### config.mk
export PLATFORM = sky130hd
export DESIGN_NAME = ft245_bridge
export DESIGN_NICKNAME = d
export VERILOG_FILES = /design/src/rtl/ft245_pkg.sv /design/src/rtl/byte_fifo.sv /design/src/rtl/ft245_bridge.sv
export SDC_FILE = /design/constraint.sdc
export NUM_CORES = 1
export LEC_CHECK = 0
export CORE_MARGIN = 2
export CORE_UTILIZATION = 35
export DETAILED_ROUTE_END_ITERATION = 8
export MAX_ROUTING_LAYER = met4
export PLACE_DENSITY = 0.52
export SKIP_CTS_REPAIR_TIMING = 1
export SLEW_MARGIN = 5
export SYNTH_ARGS = -nofsm -noshare
export SYNTH_HDL_FRONTEND = slang
export SYNTH_SLANG_ARGS = --single-unit
### constraint.sdc
create_clock -name clk -period 4.4 [get_ports clk]
set_input_delay 0.44 -clock clk [delete_from_list [all_inputs] [get_ports clk]]
set_output_delay 0.44 -clock clk [all_outputs]
set_load 0.05 [all_outputs]
### src/rtl/ft245_pkg.sv
// Shared types and default timing for the FT245 pin-side bridge.
package ft245_pkg;

   localparam int BYTE_W          = 8;
   localparam int DEF_FIFO_DEPTH  = 16;
   localparam int DEF_STROBE_CYC  = 4;
   localparam int DEF_RECOVER_CYC = 6;

   typedef enum logic [2:0] {
      IDLE,
      RD_STB,
      RD_REC,
      WR_SETUP,
      WR_STB,
      WR_HOLD,
      WR_REC
   } ft245_state_t;

endpackage

### src/rtl/byte_fifo.sv
// Fall-through byte FIFO with extra-MSB pointers; push on full and pop on empty are ignored.
module byte_fifo
   import ft245_pkg::*;
#(
   parameter  int DEPTH = DEF_FIFO_DEPTH,
   localparam int AW    = $clog2(DEPTH)
) (
   input  logic              clk,
   input  logic              reset,
   input  logic              push,
   input  logic [BYTE_W-1:0] push_data,
   input  logic              pop,
   output logic [BYTE_W-1:0] pop_data,
   output logic [AW:0]       level
);

   logic [BYTE_W-1:0] mem [DEPTH];
   logic [AW:0]       wr_ptr;
   logic [AW:0]       rd_ptr;
   logic              full;
   logic              empty;
   logic              do_push;
   logic              do_pop;

   assign full    = (wr_ptr[AW] != rd_ptr[AW]) && (wr_ptr[AW-1:0] == rd_ptr[AW-1:0]);
   assign empty   = (wr_ptr == rd_ptr);
   assign do_push = push && !full;
   assign do_pop  = pop && !empty;

   always_ff @(posedge clk or posedge reset) begin
      if (reset) begin
         wr_ptr <= '0;
         rd_ptr <= '0;
      end else begin
         if (do_push) wr_ptr <= wr_ptr + 1'b1;
         if (do_pop)  rd_ptr <= rd_ptr + 1'b1;
      end
   end

   always_ff @(posedge clk) begin
      if (do_push) mem[wr_ptr[AW-1:0]] <= push_data;
   end

   assign pop_data = mem[rd_ptr[AW-1:0]];
   assign level    = wr_ptr - rd_ptr;

endmodule

### src/rtl/ft245_bridge.sv
// FT245 async FIFO pin controller: flag synchronisers, strobe FSM and two byte FIFOs.
// Optional build macro FT245_LOOPBACK_EN adds a loopback input that echoes host bytes back.
module ft245_bridge
   import ft245_pkg::*;
#(
   parameter int FIFO_DEPTH  = DEF_FIFO_DEPTH,
   parameter int STROBE_CYC  = DEF_STROBE_CYC,
   parameter int RECOVER_CYC = DEF_RECOVER_CYC
) (
   input  logic              clk,
   input  logic              reset,
`ifdef FT245_LOOPBACK_EN
   input  logic              loopback,
`endif
   input  logic [BYTE_W-1:0] tx_data,
   input  logic              tx_valid,
   output logic              tx_ready,
   output logic [BYTE_W-1:0] rx_data,
   output logic              rx_valid,
   input  logic              rx_ready,
   input  logic [BYTE_W-1:0] pin_data_i,
   output logic [BYTE_W-1:0] pin_data_o,
   output logic              pin_data_oe,
   input  logic              pin_rxf_n,
   input  logic              pin_txe_n,
   output logic              pin_rd_n,
   output logic              pin_wr_n
);

   localparam int AW      = $clog2(FIFO_DEPTH);
   localparam int CNT_MAX = (STROBE_CYC > RECOVER_CYC) ? STROBE_CYC : RECOVER_CYC;
   localparam int CW      = $clog2(CNT_MAX);
   localparam logic [CW-1:0] STB_LOAD = CW'(STROBE_CYC - 1);
   localparam logic [CW-1:0] REC_LOAD = CW'(RECOVER_CYC - 1);
   localparam logic [AW:0]   FULL_LVL = (AW + 1)'(FIFO_DEPTH);

   ft245_state_t      state, state_nx;
   logic [CW-1:0]     cnt, cnt_nx;
   logic [1:0]        rxf_sync, txe_sync;
   logic              rxf_s, txe_s;
   logic              prio_rx;
   logic              serve_rd, capture, rd_push;
   logic [BYTE_W-1:0] rd_byte;
   logic              rd_ok, wr_ok;
   logic              tx_push, tx_pop, rx_push, rx_pop;
   logic [BYTE_W-1:0] tx_push_data, tx_head, rx_head;
   logic [AW:0]       tx_level, rx_level;
   logic              tx_full, tx_empty, rx_full, rx_empty;

   // Host flags are asynchronous; reset to "not ready" so nothing starts during reset release.
   always_ff @(posedge clk or posedge reset) begin
      if (reset) begin
         rxf_sync <= 2'b11;
         txe_sync <= 2'b11;
      end else begin
         rxf_sync <= {rxf_sync[0], pin_rxf_n};
         txe_sync <= {txe_sync[0], pin_txe_n};
      end
   end
   assign rxf_s = rxf_sync[1];
   assign txe_s = txe_sync[1];

   assign tx_full  = (tx_level == FULL_LVL);
   assign tx_empty = (tx_level == '0);
   assign rx_full  = (rx_level == FULL_LVL);
   assign rx_empty = (rx_level == '0);
   assign wr_ok    = !txe_s && !tx_empty;
   assign rx_pop   = rx_valid && rx_ready;
   assign rx_data  = rx_head;

`ifdef FT245_LOOPBACK_EN
   logic lb_q, lb_act;

   // Mode is only taken from the pin while idle so a transfer never changes routing mid-flight.
   always_ff @(posedge clk or posedge reset) begin
      if (reset)              lb_q <= 1'b0;
      else if (state == IDLE) lb_q <= loopback;
   end
   assign lb_act       = (state == IDLE) ? loopback : lb_q;
   assign rd_ok        = !rxf_s && (lb_act ? !tx_full : !rx_full);
   assign tx_ready     = !tx_full && !lb_act;
   assign rx_valid     = !rx_empty && !lb_act;
   assign tx_push      = (tx_valid && tx_ready) || (rd_push && lb_act);
   assign tx_push_data = lb_act ? rd_byte : tx_data;
   assign rx_push      = rd_push && !lb_act;
`else
   assign rd_ok        = !rxf_s && !rx_full;
   assign tx_ready     = !tx_full;
   assign rx_valid     = !rx_empty;
   assign tx_push      = tx_valid && tx_ready;
   assign tx_push_data = tx_data;
   assign rx_push      = rd_push;
`endif

   always_comb begin
      state_nx = state;
      cnt_nx   = cnt;
      tx_pop   = 1'b0;
      capture  = 1'b0;
      serve_rd = 1'b0;
      case (state)
         IDLE: begin
            if (rd_ok && (!wr_ok || prio_rx)) begin
               state_nx = RD_STB;
               cnt_nx   = STB_LOAD;
               serve_rd = 1'b1;
            end else if (wr_ok) begin
               state_nx = WR_SETUP;
               tx_pop   = 1'b1;
            end
         end
         RD_STB: begin
            if (cnt == '0) begin
               state_nx = RD_REC;
               cnt_nx   = REC_LOAD;
               capture  = 1'b1;
            end else begin
               cnt_nx = cnt - 1'b1;
            end
         end
         WR_SETUP: begin
            state_nx = WR_STB;
            cnt_nx   = STB_LOAD;
         end
         WR_STB: begin
            if (cnt == '0) state_nx = WR_HOLD;
            else           cnt_nx   = cnt - 1'b1;
         end
         WR_HOLD: begin
            state_nx = WR_REC;
            cnt_nx   = REC_LOAD;
         end
         RD_REC, WR_REC: begin
            if (cnt == '0) state_nx = IDLE;
            else           cnt_nx   = cnt - 1'b1;
         end
         default: state_nx = IDLE;
      endcase
   end

   // Pin outputs are registered from the next state so strobes are glitch-free.
   always_ff @(posedge clk or posedge reset) begin
      if (reset) begin
         state       <= IDLE;
         cnt         <= '0;
         prio_rx     <= 1'b1;
         rd_push     <= 1'b0;
         pin_rd_n    <= 1'b1;
         pin_wr_n    <= 1'b1;
         pin_data_oe <= 1'b0;
         pin_data_o  <= '0;
      end else begin
         state       <= state_nx;
         cnt         <= cnt_nx;
         rd_push     <= capture;
         pin_rd_n    <= (state_nx != RD_STB);
         pin_wr_n    <= (state_nx != WR_STB);
         pin_data_oe <= (state_nx == WR_SETUP) || (state_nx == WR_STB) || (state_nx == WR_HOLD);
         if (tx_pop)        pin_data_o <= tx_head;
         if (serve_rd)      prio_rx    <= 1'b0;
         else if (tx_pop)   prio_rx    <= 1'b1;
      end
   end

   always_ff @(posedge clk) begin
      if (capture) rd_byte <= pin_data_i;
   end

   byte_fifo #(.DEPTH(FIFO_DEPTH)) tx_fifo (
      .clk       (clk),
      .reset     (reset),
      .push      (tx_push),
      .push_data (tx_push_data),
      .pop       (tx_pop),
      .pop_data  (tx_head),
      .level     (tx_level)
   );

   byte_fifo #(.DEPTH(FIFO_DEPTH)) rx_fifo (
      .clk       (clk),
      .reset     (reset),
      .push      (rx_push),
      .push_data (rd_byte),
      .pop       (rx_pop),
      .pop_data  (rx_head),
      .level     (rx_level)
   );

endmodule

## Word-level counts from Yosys, hierarchy flattened

Memory sizes are Yosys's and may differ from the RTL's. A register that Yosys moved wholly into a read port is not among the register bits.
Cells that the tools add are included.

- Add/subtract/negate cells: 7
- Equal/unequal tests: 21
- Multiplexer cells: 23
- Reduce and logical (&&, ||, !) cells: 34

Operator list:

| operator | number |
|---|---|
| 3-bit two-way mux | 8 |
| 5-bit by 1-bit adder with 5-bit output (second input constant) | 4 |
| 3-bit case mux with 6 select lines | 1 |
| 3-bit == test (second input constant) | 5 |
| 3-bit case mux with 5 select lines | 1 |
| 1-bit two-way mux | 13 |
| 1-bit logical AND | 11 |
| 1-bit zero test | 11 |
| 5-bit == test | 2 |
| 5-bit == test (second input constant) | 2 |
| 5-bit zero test | 2 |
| 5-bit subtractor | 2 |
| 3-bit by 2-bit == test with 1-bit output (second input constant) | 3 |
| 4-bit == test | 2 |
| 3-bit zero test | 2 |
| 5-bit nonzero test | 1 |
| 2-bit inequality test (second input constant) | 2 |
| 3-bit by 1-bit == test with 1-bit output (second input constant) | 1 |
| 1-bit logical OR | 3 |
| 3-bit by 1-bit inequality test with 1-bit output (second input constant) | 1 |
| 3-bit inequality test (second input constant) | 1 |
| 3-bit AND reduction | 1 |
| 3-bit OR reduction | 1 |
| 3-bit by 1-bit subtractor with 3-bit output (second input constant) | 1 |
| 3 further kinds | 4 |

- Bits in registers: 43
- RAM bits: 256
- Input port bits: 22
- Output and inout port bits: 21
- Logic and storage cells: 101
- Memories kept: 2

Memory list:

| name | words | width | read ports | clocked after memory_dff | write ports | RTL line | text |
|---|---|---|---|---|---|---|---|
| rx_fifo.mem | 16 | 8 | 1 | 0 | 1 | byte_fifo.sv:17 | `logic [BYTE_W-1:0] mem [DEPTH];` |
| tx_fifo.mem | 16 | 8 | 1 | 1 | 1 | byte_fifo.sv:17 |  |

## Depth between registers and ports, before layout

Gate-level depths: netlist of the first run.

- Depth after elaboration: 12
- Depth in mapped cells: 12
- Gate-level depth less buffers: 9

## Hierarchy

Synthesis of the first run repeated with hierarchy kept, for this count alone.

- Cells, all modules: 696
- Area, all modules: 12714.7 um2

By module, submodules not included:

| module | instances | cells an instance | area an instance (um2) | sequential area each (um2) |
|---|---|---|---|---|
| byte_fifo | 2 | 297 | 5679.2 | 4093.9 |
| ft245_bridge | 1 | 102 | 1356.3 | 824.5 |

## Least setup slack after synthesis of the first run

No wires, ideal clock.

- Kind: register -> register
- Start point: register tx_fifo.rd_ptr[1]
- End point: memory tx_fifo.mem[3][0], enable pin
- Library setup time: 383 ps
- Arrival: 3435 ps
- Required time: 4017 ps
- Setup slack: 581 ps
- Stages on the path, launching flop included: 13
- Path buffers: 3
- Clock period less this slack: 3819 ps
- Path through: dfrtp_1 > clkbuf_1 > buf_1 > inv_1 > ha_1 > nor2b_1 > o211ai_1 > nand3_1 > nand3b_1 > and3_1 > clkbuf_1 > nand2_1 > nor3_1

- Longest elaborated chain between the ends: 7
- Elaborated cells between the ends (all ways): 10
- Those cells by class: add/sub (1); eq/ne (2); mux (2); reduce/logical (5)

Ends and longest elaborated chain:

| item | RTL line | text |
|---|---|---|
| start, declared | byte_fifo.sv:19 | `logic [AW:0] rd_ptr;` |
| start signal, assigned | byte_fifo.sv:36 | `if (do_pop) rd_ptr <= rd_ptr + 1'b1;` |
| 5-bit subtractor | byte_fifo.sv:45 | `assign level = wr_ptr - rd_ptr;` |
| 5-bit == test | ft245_bridge.sv:63 | `assign tx_full = (tx_level == FULL_LVL);` |
| 1-bit zero test | ft245_bridge.sv:88 | `assign tx_ready = !tx_full;` |
| net tx_ready | ft245_bridge.sv:17 | `output logic tx_ready,` |
| 1-bit logical AND | ft245_bridge.sv:90 | `assign tx_push = tx_valid && tx_ready;` |
| 1-bit logical AND | byte_fifo.sv:27 | `assign do_push = push && !full;` |
| 1-bit two-way mux | byte_fifo.sv:41 | `if (do_push) mem[wr_ptr[AW-1:0]] <= push_data;` |
| 1-bit two-way mux (not written as such) | byte_fifo.sv:41 |  |
| end, declared | byte_fifo.sv:17 |  |

The timed path passes the listed nets, and every way through them passes these cells.

## Worst setup path after layout of the first run

- Start point: register rx_fifo.rd_ptr[2]
- End point: output rx_valid

- Longest elaborated chain between the ends: 3

Ends and longest elaborated chain:

| item | RTL line | text |
|---|---|---|
| start, declared | byte_fifo.sv:19 |  |
| start signal, assigned | byte_fifo.sv:36 |  |
| 5-bit subtractor | byte_fifo.sv:45 |  |
| 5-bit zero test | ft245_bridge.sv:66 | `assign rx_empty = (rx_level == '0);` |
| 1-bit zero test | ft245_bridge.sv:89 | `assign rx_valid = !rx_empty;` |
| end, declared | ft245_bridge.sv:19 | `output logic rx_valid,` |

No other way between the ends.

==> results of run 1 <==
[metrics by stage]
stage,hold WS (ns),worst slack [ns],utilization [%]
6_report,0.3254,0.7515,41.81
5_1_grt,0.3288,0.6256,41.81
4_1_cts,0.3015,0.7064,41.81
3_3_place_gp,0.3474,1.215,38.58
2_1_floorplan,0.3452,0.5814,-
3_5_place_dp,0.3468,1.067,38.58
[cell type report]
class                      instances  area [um^2]  area share, %
tap                              455        569.3          3.922
clock buffer                      36        858.3          5.913
clock inverter                    25        265.3          1.827
timing repair buffer              57        533.0          3.672
multi-input combinational        286         3214          22.14
inverter                          16        60.06         0.4138
sequential                       307         9015          62.11
[registers in the layout, indices dropped and copies added (netlist names), 5 cells and up]
name and flops:
rx_fifo.rd_ptr 5, tx_fifo.mem 128, tx_fifo.wr_ptr 5, pin_data_o 8, tx_fifo.rd_ptr 5, rd_byte 8
rx_fifo.wr_ptr 5, rx_fifo.mem 128
[placed cells by master (no fill, tap or decap), types with 5 or more instances in the layout]
cell	n
clkinv_1	7
nand4_1	7
mux4_2	80
nor2_1	34
bufinv_16	5
dfstp_2	7
clkbuf_16	34
clkinv_2	8
buf_4	15
inv_1	13
o21ai_0	12
ha_1	20
xor2_1	5
a21oi_1	5
mux2_4	5
nor3_1	11
edfxtp_1	264
nand2_1	39
dfrtp_1	34
clkdlybuf4s50_1	42
xnor2_1	16
nand2b_1	6
[critical path, stage by stage, from the launching register on]
cell and delay (ns):
dfrtp_1 0.68, inv_1 0.09, ha_1 0.35, or4_4 0.54
a21oi_4 0.20, nand2_1 0.11, clkdlybuf4s50_1 0.72
[routing by layer]
metal  global-route usage (%)  up-vias
met5                        -        -
met3                    2.528       47
li1                         -     2684
met2                    23.60      127
met1                    18.45     3132
met4                    4.580        0
[report_power, final]
| group | leakage [nW] | switching, mW | internal (mW) |
|---|---|---|---|
| clock network | 0.551 | 1.13 | 1.72 |
| logic | 1.40 | 1.83 | 1.49 |
| registers | 2.89 | 0.261 | 3.48 |
[worst paths after layout]
check	start	slack, ns	endpoint	cells after the start
min in group asynchronous	reset	0.46	cnt[1]$_DFFE_PP0P_	2
max	rx_fifo.rd_ptr[2]$_DFFE_PP0P_	0.75	rx_valid	6
max reg2reg	tx_fifo.rd_ptr[2]$_DFFE_PP0P_	1.06	tx_fifo.mem[1][4]$_DFFE_PP_	11
min reg2reg	rxf_sync[0]$_DFF_PP1_	0.35	rxf_sync[1]$_DFF_PP1_	0
max in group asynchronous	reset	3.28	rx_fifo.rd_ptr[0]$_DFFE_PP0P_	2
min	pin_txe_n	0.33	txe_sync[0]$_DFF_PP1_	1
[kinds of logic (layout without fill, tap and decap cells)]
| family | count (synthesis) | count (layout) | share of synthesized area [%] |
|---|---|---|---|
| AO/OA/AOI/OAI | 42 | 42 | 2.571 |
| adder cells (fa/ha/maj) | 20 | 20 | 2.016 |
| multiplexers | 89 | 89 | 15.48 |
| buffers and inverters | 46 | 134 | 1.492 |
| flip-flops | 307 | 307 | 72.61 |
| AND/OR/NAND/NOR | 114 | 114 | 4.345 |
| XOR/XNOR | 21 | 21 | 1.482 |
==> impl_metrics.tcl, run 1 <==
set metrics [dict create \
    setup_viol 0 \
    final_cells 1182 \
    fin_setup_tns_ns 0 \
    yosys.area.top_type "edfxtp_1" \
    io_buffers 42 \
    synth.distinct_cells 48 \
    ir_worst_vdd_mv 0.3975 \
    worstMarginPinSlew_ns 1.020 \
    p_per_area_mw_per_mm2 681.8 \
    synth_area_per_cell_um2 19.42 \
    critical_path.startpoint_type "flop" \
    ys_top_cells_by_count "264 x edfxtp_1, 80 x mux4_2, 39 x nand2_1" \
    die_y_um 192.3 \
    synth_edf_count 264 \
    yosysWarnings 0 \
    grt_max_degree 44 \
    fin_worst_skew_ns 0.02532 \
    cap_violations 0 \
    boundaryPins 43 \
    endpoint_kind "output pin" \
    num_vias 5990 \
    dr.pass1.iters 4 \
    worst_slew_margin_rel_pct 31.73 \
    synth_ff_type "edfxtp_1" \
    fmax_mhz 274.1 \
    met2_length_mm 12.40 \
    grt-ovfl-total 0 \
    outcome "complete, no violations" \
    globalplace.congestion 0.7968 \
    m1WireLength_mm 11.00 \
    grt_pass1_vias 6460 \
    cts_tree "built" \
    dp_hpwl_mm 16.70 \
    path_clk_slew_ns 0.06 \
    p_total_mw 9.896 \
    required_ns 3.96 \
    wl_per_cell_um 21.12 \
    grtUsageTotal_pct 14.44 \
    cts_sinks 307 \
    synth_top_area_share_pct 63.87 \
    async_flop_share_pct 14.01 \
    cts_made_buffers 34 \
    drc 0 \
    place_area_mm2 0.01339 \
    grt_pass1_wl_mm 38.70 \
    drt_iter0_drc 362 \
    netlist_area_mm2 0.01241 \
    final_area_mm2 0.01452 \
    final_layout_size_suffix_gt1_share_pct 24.21 \
    top_layer "met4" \
    worstSkewPairLatency_ns 0.52 \
    viasPerCell 5.068 \
    nets 744 \
    postRouteAntennaNets 0 \
    met3RoutedLength_um 912 \
    n_fill_cell 3037 \
    report.final.hold_viol_count 0 \
    crit_fanout 12 \
    min_period_ns 3.649 \
    yosysMostFrequentCell "edfxtp_1" \
    path_class "flop to output pin" \
    cp.arrival_ns 3.21 \
    start_util_pct 35.76 \
    die_w_um 192.3 \
    synthCells 639 \
    placed_cells 1121 \
    antenna_cells 0 \
    cts_htree_levels 2 \
    rsz0062_at_grt "no" \
    synth-seq-cells 307 \
    fp-row-count 68 \
    maxSlewViolCount 0 \
    ys_seq_area_share_pct 72.61 \
    leakage_nw 4.838 \
    core_region_area_mm2 0.03471 \
    wl_mm 24.96 \
    antenna_found_initial 0 \
    dieArea_mm2 0.03699 \
    finalCritPeriodShare_pct 82.92 \
    synth_fp_nets 681 \
    cts.path.max_buffers 3 \
    syn_to_final_growth_pct 16.95 \
    min_path_type "input pin to flop" \
    synth_area_leaders "edfxtp_1 64%, mux4_2 15%, dfrtp_1 7.3%, ha_1 2.0%, dfstp_2 1.5%" \
    root_buffer "clkbuf_16" \
]
(Power assumes the default switching activity.)
==> run 2, diff against run 1 <==
PLACE_DENSITY = 0.53   (was 0.52)
clock period = 3 ns   (was 4.4 ns; I/O delays follow)
==> impl_metrics.tcl, run 2 (synthesis results as in run 1) <==
set metrics [dict create \
    outcome "complete, no violations" \
    grt_max_degree 44 \
    cts_htree_levels 2 \
    num_vias 6051 \
    whs_path_depth 1 \
    regArea_mm2 0.009015 \
    dr.pass1.iters 4 \
    postRouteAntennaNets 0 \
    required_ns 2.70 \
    syn_to_final_growth_pct 20.61 \
    dp_slack_ns 0.2143 \
    globalplace.congestion 0.7864 \
    clockPowerShare_pct 29.0 \
    dp_hpwl_mm 17.13 \
    power.internal_mw 10.14 \
    core_region_area_mm2 0.03471 \
    leakage_nw 5.069 \
    maxSlewViolCount 0 \
    place_area_mm2 0.01380 \
    critical_path.startpoint_type "flop" \
    die_y_um 192.3 \
    cp.arrival_ns 2.57 \
    crit_slowest_cell "mux4_2" \
    final_cells 1203 \
    cts_tree "built" \
    final_area_mm2 0.01497 \
    grtUsageTotal_pct 14.78 \
    start_util_pct 35.76 \
    die_w_um 192.3 \
    rsz0062_at_grt "no" \
    r2r_slack_ns 0.21 \
    combPwrFrac_pct 34.7 \
    fp-row-count 68 \
    cp_top_family "multiplexers" \
    cap_violations 0 \
    finalWorstSetupSlack_ns 0.1318 \
    path_clk_slew_ns 0.06 \
    fin_setup_tns_ns 0 \
    r2r-end "tx_fifo.rd_ptr[1]$_DFFE_PP0P_" \
    cts_sinks 307 \
    drc 0 \
    wl_mm 25.28 \
    multi_input_area_mm2 0.003366 \
    worstSkewPairLatency_ns 0.51 \
    antenna_found_initial 0 \
    final_cell_mix "264 x edfxtp_1, 80 x mux4_2, 40 x buf_4" \
    root_buffer "clkbuf_16" \
    cts_made_buffers 35 \
    io_buffers 42 \
    cts.path.max_buffers 3 \
    wl_per_cell_um 21.01 \
    p_seq_share_pct 36.3 \
    fmax_mhz 348.6 \
    cp.depth 4 \
    final_layout_size_suffix_gt1_share_pct 30.48 \
    worst_path_most_repeated_cell "mux4_2" \
    timing.rr.start "rx_fifo.rd_ptr[3]$_DFFE_PP0P_" \
    crit_chain "buf_6 -> mux4_2 -> mux4_2 -> buf_4" \
    max_stage_delay_ns 0.60 \
    cp_num_buf_inv 2 \
    grt_pass1_wl_mm 39.47 \
    switching_share_pct 32.13 \
    path_class "flop to output pin" \
    power_switching_mw 4.800 \
    boundaryPins 43 \
    viasPerCell 5.030 \
    mostFrequentLayoutCell "edfxtp_1" \
    antenna_cells 0 \
    grt-ovfl-total 0 \
    dieArea_mm2 0.03699 \
    timing.critical_path.to "rx_data[2]" \
    finalCritPeriodShare_pct 95.61 \
    report.final.hold_viol_count 0 \
    min_path_type "input pin to flop" \
    ir_worst_vdd_mv 0.6896 \
    r2r_cells 9 \
    p_per_area_mw_per_mm2 998.0 \
    endpoint_kind "output pin" \
    worst_slew_margin_rel_pct 37.87 \
    drt_iter0_drc 404 \
    placed_cells 1145 \
    worstMarginPinSlew_ns 0.9305 \
    fin_worst_skew_ns 0.03039 \
    cp-startpoint "rx_fifo.rd_ptr[0]$_DFFE_PP0P_" \
    nets 769 \
    min_period_ns 2.868 \
    grt_pass1_vias 6458 \
    setup_viol 0 \
    crit_fanout 25 \
    n_fill_cell 3010 \
]
[run 2: worst min path at each step]
stage	endpoint	start	slack [ns]
2_1_floorplan	rxf_sync[0]$_DFF_PP1_	pin_rxf_n	0.30
3_3_place_gp	rxf_sync[1]$_DFF_PP1_	rxf_sync[0]$_DFF_PP1_	0.35
3_5_place_dp	txe_sync[1]$_DFF_PP1_	txe_sync[0]$_DFF_PP1_	0.35
4_1_cts	txe_sync[0]$_DFF_PP1_	pin_txe_n	0.18
5_1_grt	txe_sync[0]$_DFF_PP1_	pin_txe_n	0.19
6_report	txe_sync[0]$_DFF_PP1_	pin_txe_n	0.21
[run 2: cell type report]
| class | count | share of cell area (%) |
|---|---|---|
| Timing Repair Buffer | 81 | 5.291 |
| Clock buffer | 37 | 5.901 |
| Sequential cell | 307 | 60.22 |
| Tap cell | 455 | 3.803 |
| Inverter | 16 | 0.4012 |
| Clock inverter | 21 | 1.897 |
| Multi-Input combinational cell | 286 | 22.48 |
[run 2: power by group through the flow]
stage / sequential, mW / clock [mW] / combinational [mW]
floorplan: 5.61 / 0 / 3.72
CTS: 5.42 / 4.45 / 5.29
global placement: 5.48 / 0 / 5.23
global route: 5.47 / 4.64 / 5.59
detailed placement: 5.50 / 0 / 5.27
finish: 5.42 / 4.33 / 5.19
[run 2: worst reg2reg max path, cell delays in order, from the launching register on]
cell and delay [ns]:
dfrtp_1 0.39, inv_2 0.05, ha_1 0.34, xor2_1 0.18, or4_4 0.43, a21oi_4 0.21
a31oi_4 0.13, a211o_4 0.46, nand2b_4 0.19, mux2_4 0.29
[run 2: per-layer routing]
layer,track usage [%],routed length (um)
met5,-,0
met4,5.226,799
met3,2.582,893
met2,23.53,12580
met1,19.22,11010
[run 2: through the flow]
stage	total power [mW]	hold WS, ns	utilization, %
2_1_floorplan	9.328	0.3045	-
3_3_place_gp	10.72	0.3503	39.75
3_5_place_dp	10.77	0.3491	39.75
4_1_cts	15.16	0.1826	43.11
5_1_grt	15.70	0.1890	43.12
6_report	14.94	0.2077	43.12
==> RTL change: new RTL, flow settings as in run 1 <==
Change the package constant `DEF_FIFO_DEPTH` from 16 to 32.
--- a/src/rtl/ft245_pkg.sv
+++ b/src/rtl/ft245_pkg.sv
@@ -2,7 +2,7 @@
 package ft245_pkg;
 
    localparam int BYTE_W          = 8;
-   localparam int DEF_FIFO_DEPTH  = 16;
+   localparam int DEF_FIFO_DEPTH  = 32;
    localparam int DEF_STROBE_CYC  = 4;
    localparam int DEF_RECOVER_CYC = 6;
 
Check against the original RTL: same outputs for any inputs over 10 cycles, from zero or initial values and one cycle with reset high; that may be too few to reach the edited logic, so the function may still have changed.
==> RTL change against run 1 <==
Sequential share of layout area is 2.0 points higher. Setup slack worse by 0.54 ns. Synthesized area is 83% higher. Power is 67% higher. Global-route usage is 0.98 points higher. Die area is 81% higher. Sequential cell count is 260 higher. Largest power group unchanged. Largest cell class unchanged. Synthesized cell count is 75% higher. Routed wire length is 96% higher. Design area is 81% higher.
==> RTL change: results <==
[pwr]
intPower_mw = 11.4
pwr-share-clk = 0.292
powerDensity_nw_per_um2 = 631
power_frac_comb = 0.311
p_leak_nw = 8.52
peakVddDrop_mv = 0.384

[final_layout]
fin_nets = 1272
multi_input_area_um2 = 5540
area_share_nonclk_buffers = 0.0320
fin_util = 0.408
clock_buffers = 80
drive_above_1_share = 0.259
nFillCells = 5749
multi_input_gates = 485
inverters = 21
buffers = 96
clk_share = 0.0722
n_antenna_cell = 1

[yosys]
synth.avg_cell_area_um2 = 20.2
synth-edff-count = 520
synthTopCellsByCount = 520 x edfxtp_1, 151 x mux4_2, 86 x nor2_1
ys_seq_area_frac = 0.741
yosysUniqueCellTypes = 58
synth_nets = 1165
async_flop_share = 0.0829

[grt]
antenna_found_initial = 1
grtUsageMet2 = 0.233
grt_pass1_wl_um = 74500
met3_usage = 0.0283
grt_pass1_vias = 11285
grt_use_met1 = 0.217
grt_usage = 0.154
grt_max_degree = 69

[sta]
skew_ns = 0.0233
max_slew_margin = 0.145

[clocking]
cts_buffers = 57
insertion_delay_ns = 0.61
cts_num_sinks = 567

[run_status]
status = finished clean

[drt]
firstDrtPassIters = 5
wl_met2_um = 22600
wirelength_met1_um = 23100
wl_met3_um = 2250
vias_per_cell = 5.05
drt-total-wl_um = 48900

[setup_path]
startpoint = rx_fifo.rd_ptr[0]
max_stage_delay_ns = 0.80
crit_fanout = 26
cp_data_arrival_time_ns = 3.75
slowest_stage = dfrtp_4

[place]
gp_congestion = 0.843
port-buffer-count = 42
dp_cells = 2024
dpl.hpwl_um = 31000
dpl_cell_area_um2 = 24300
post-place-ws_ns = 0.705

[hold_path]
hp-class = in2async
[RTL change: changes by cell type after synthesis, sizes merged, moves of 8 or more]
cell | before | now
edfxtp | 264 | 520
mux4 | 80 | 160
nor2 | 34 | 86
nand2 | 39 | 77
clkbuf | 17 | 27
buf | 13 | 21
[RTL change: path summary, 6_finish.rpt]
check / end / slack (ns) / depth (start not counted)
min: rx_fifo.rd_ptr[4] / 0.19 / 2
max in group asynchronous: pin_wr_n / 3.38 / 3
min reg2reg: txe_sync[1] / 0.37 / 0
max: rx_data[7] / 0.21 / 6
max reg2reg: tx_fifo.mem[7][3] / 0.66 / 8
min in group clk: rxf_sync[0] / 0.28 / 1
[RTL change: kinds of logic after synthesis]
group                      Yosys count  share of synthesized area
xor gates and xnor gates            27                     0.0104
AOI/OAI and AO/OA                   48                     0.0140
adders and majority gates           22                     0.0121
DFF                                567                      0.741
and+or+nand+nor                    217                     0.0422
buffers and inverters               69                     0.0146
muxes                              171                      0.166
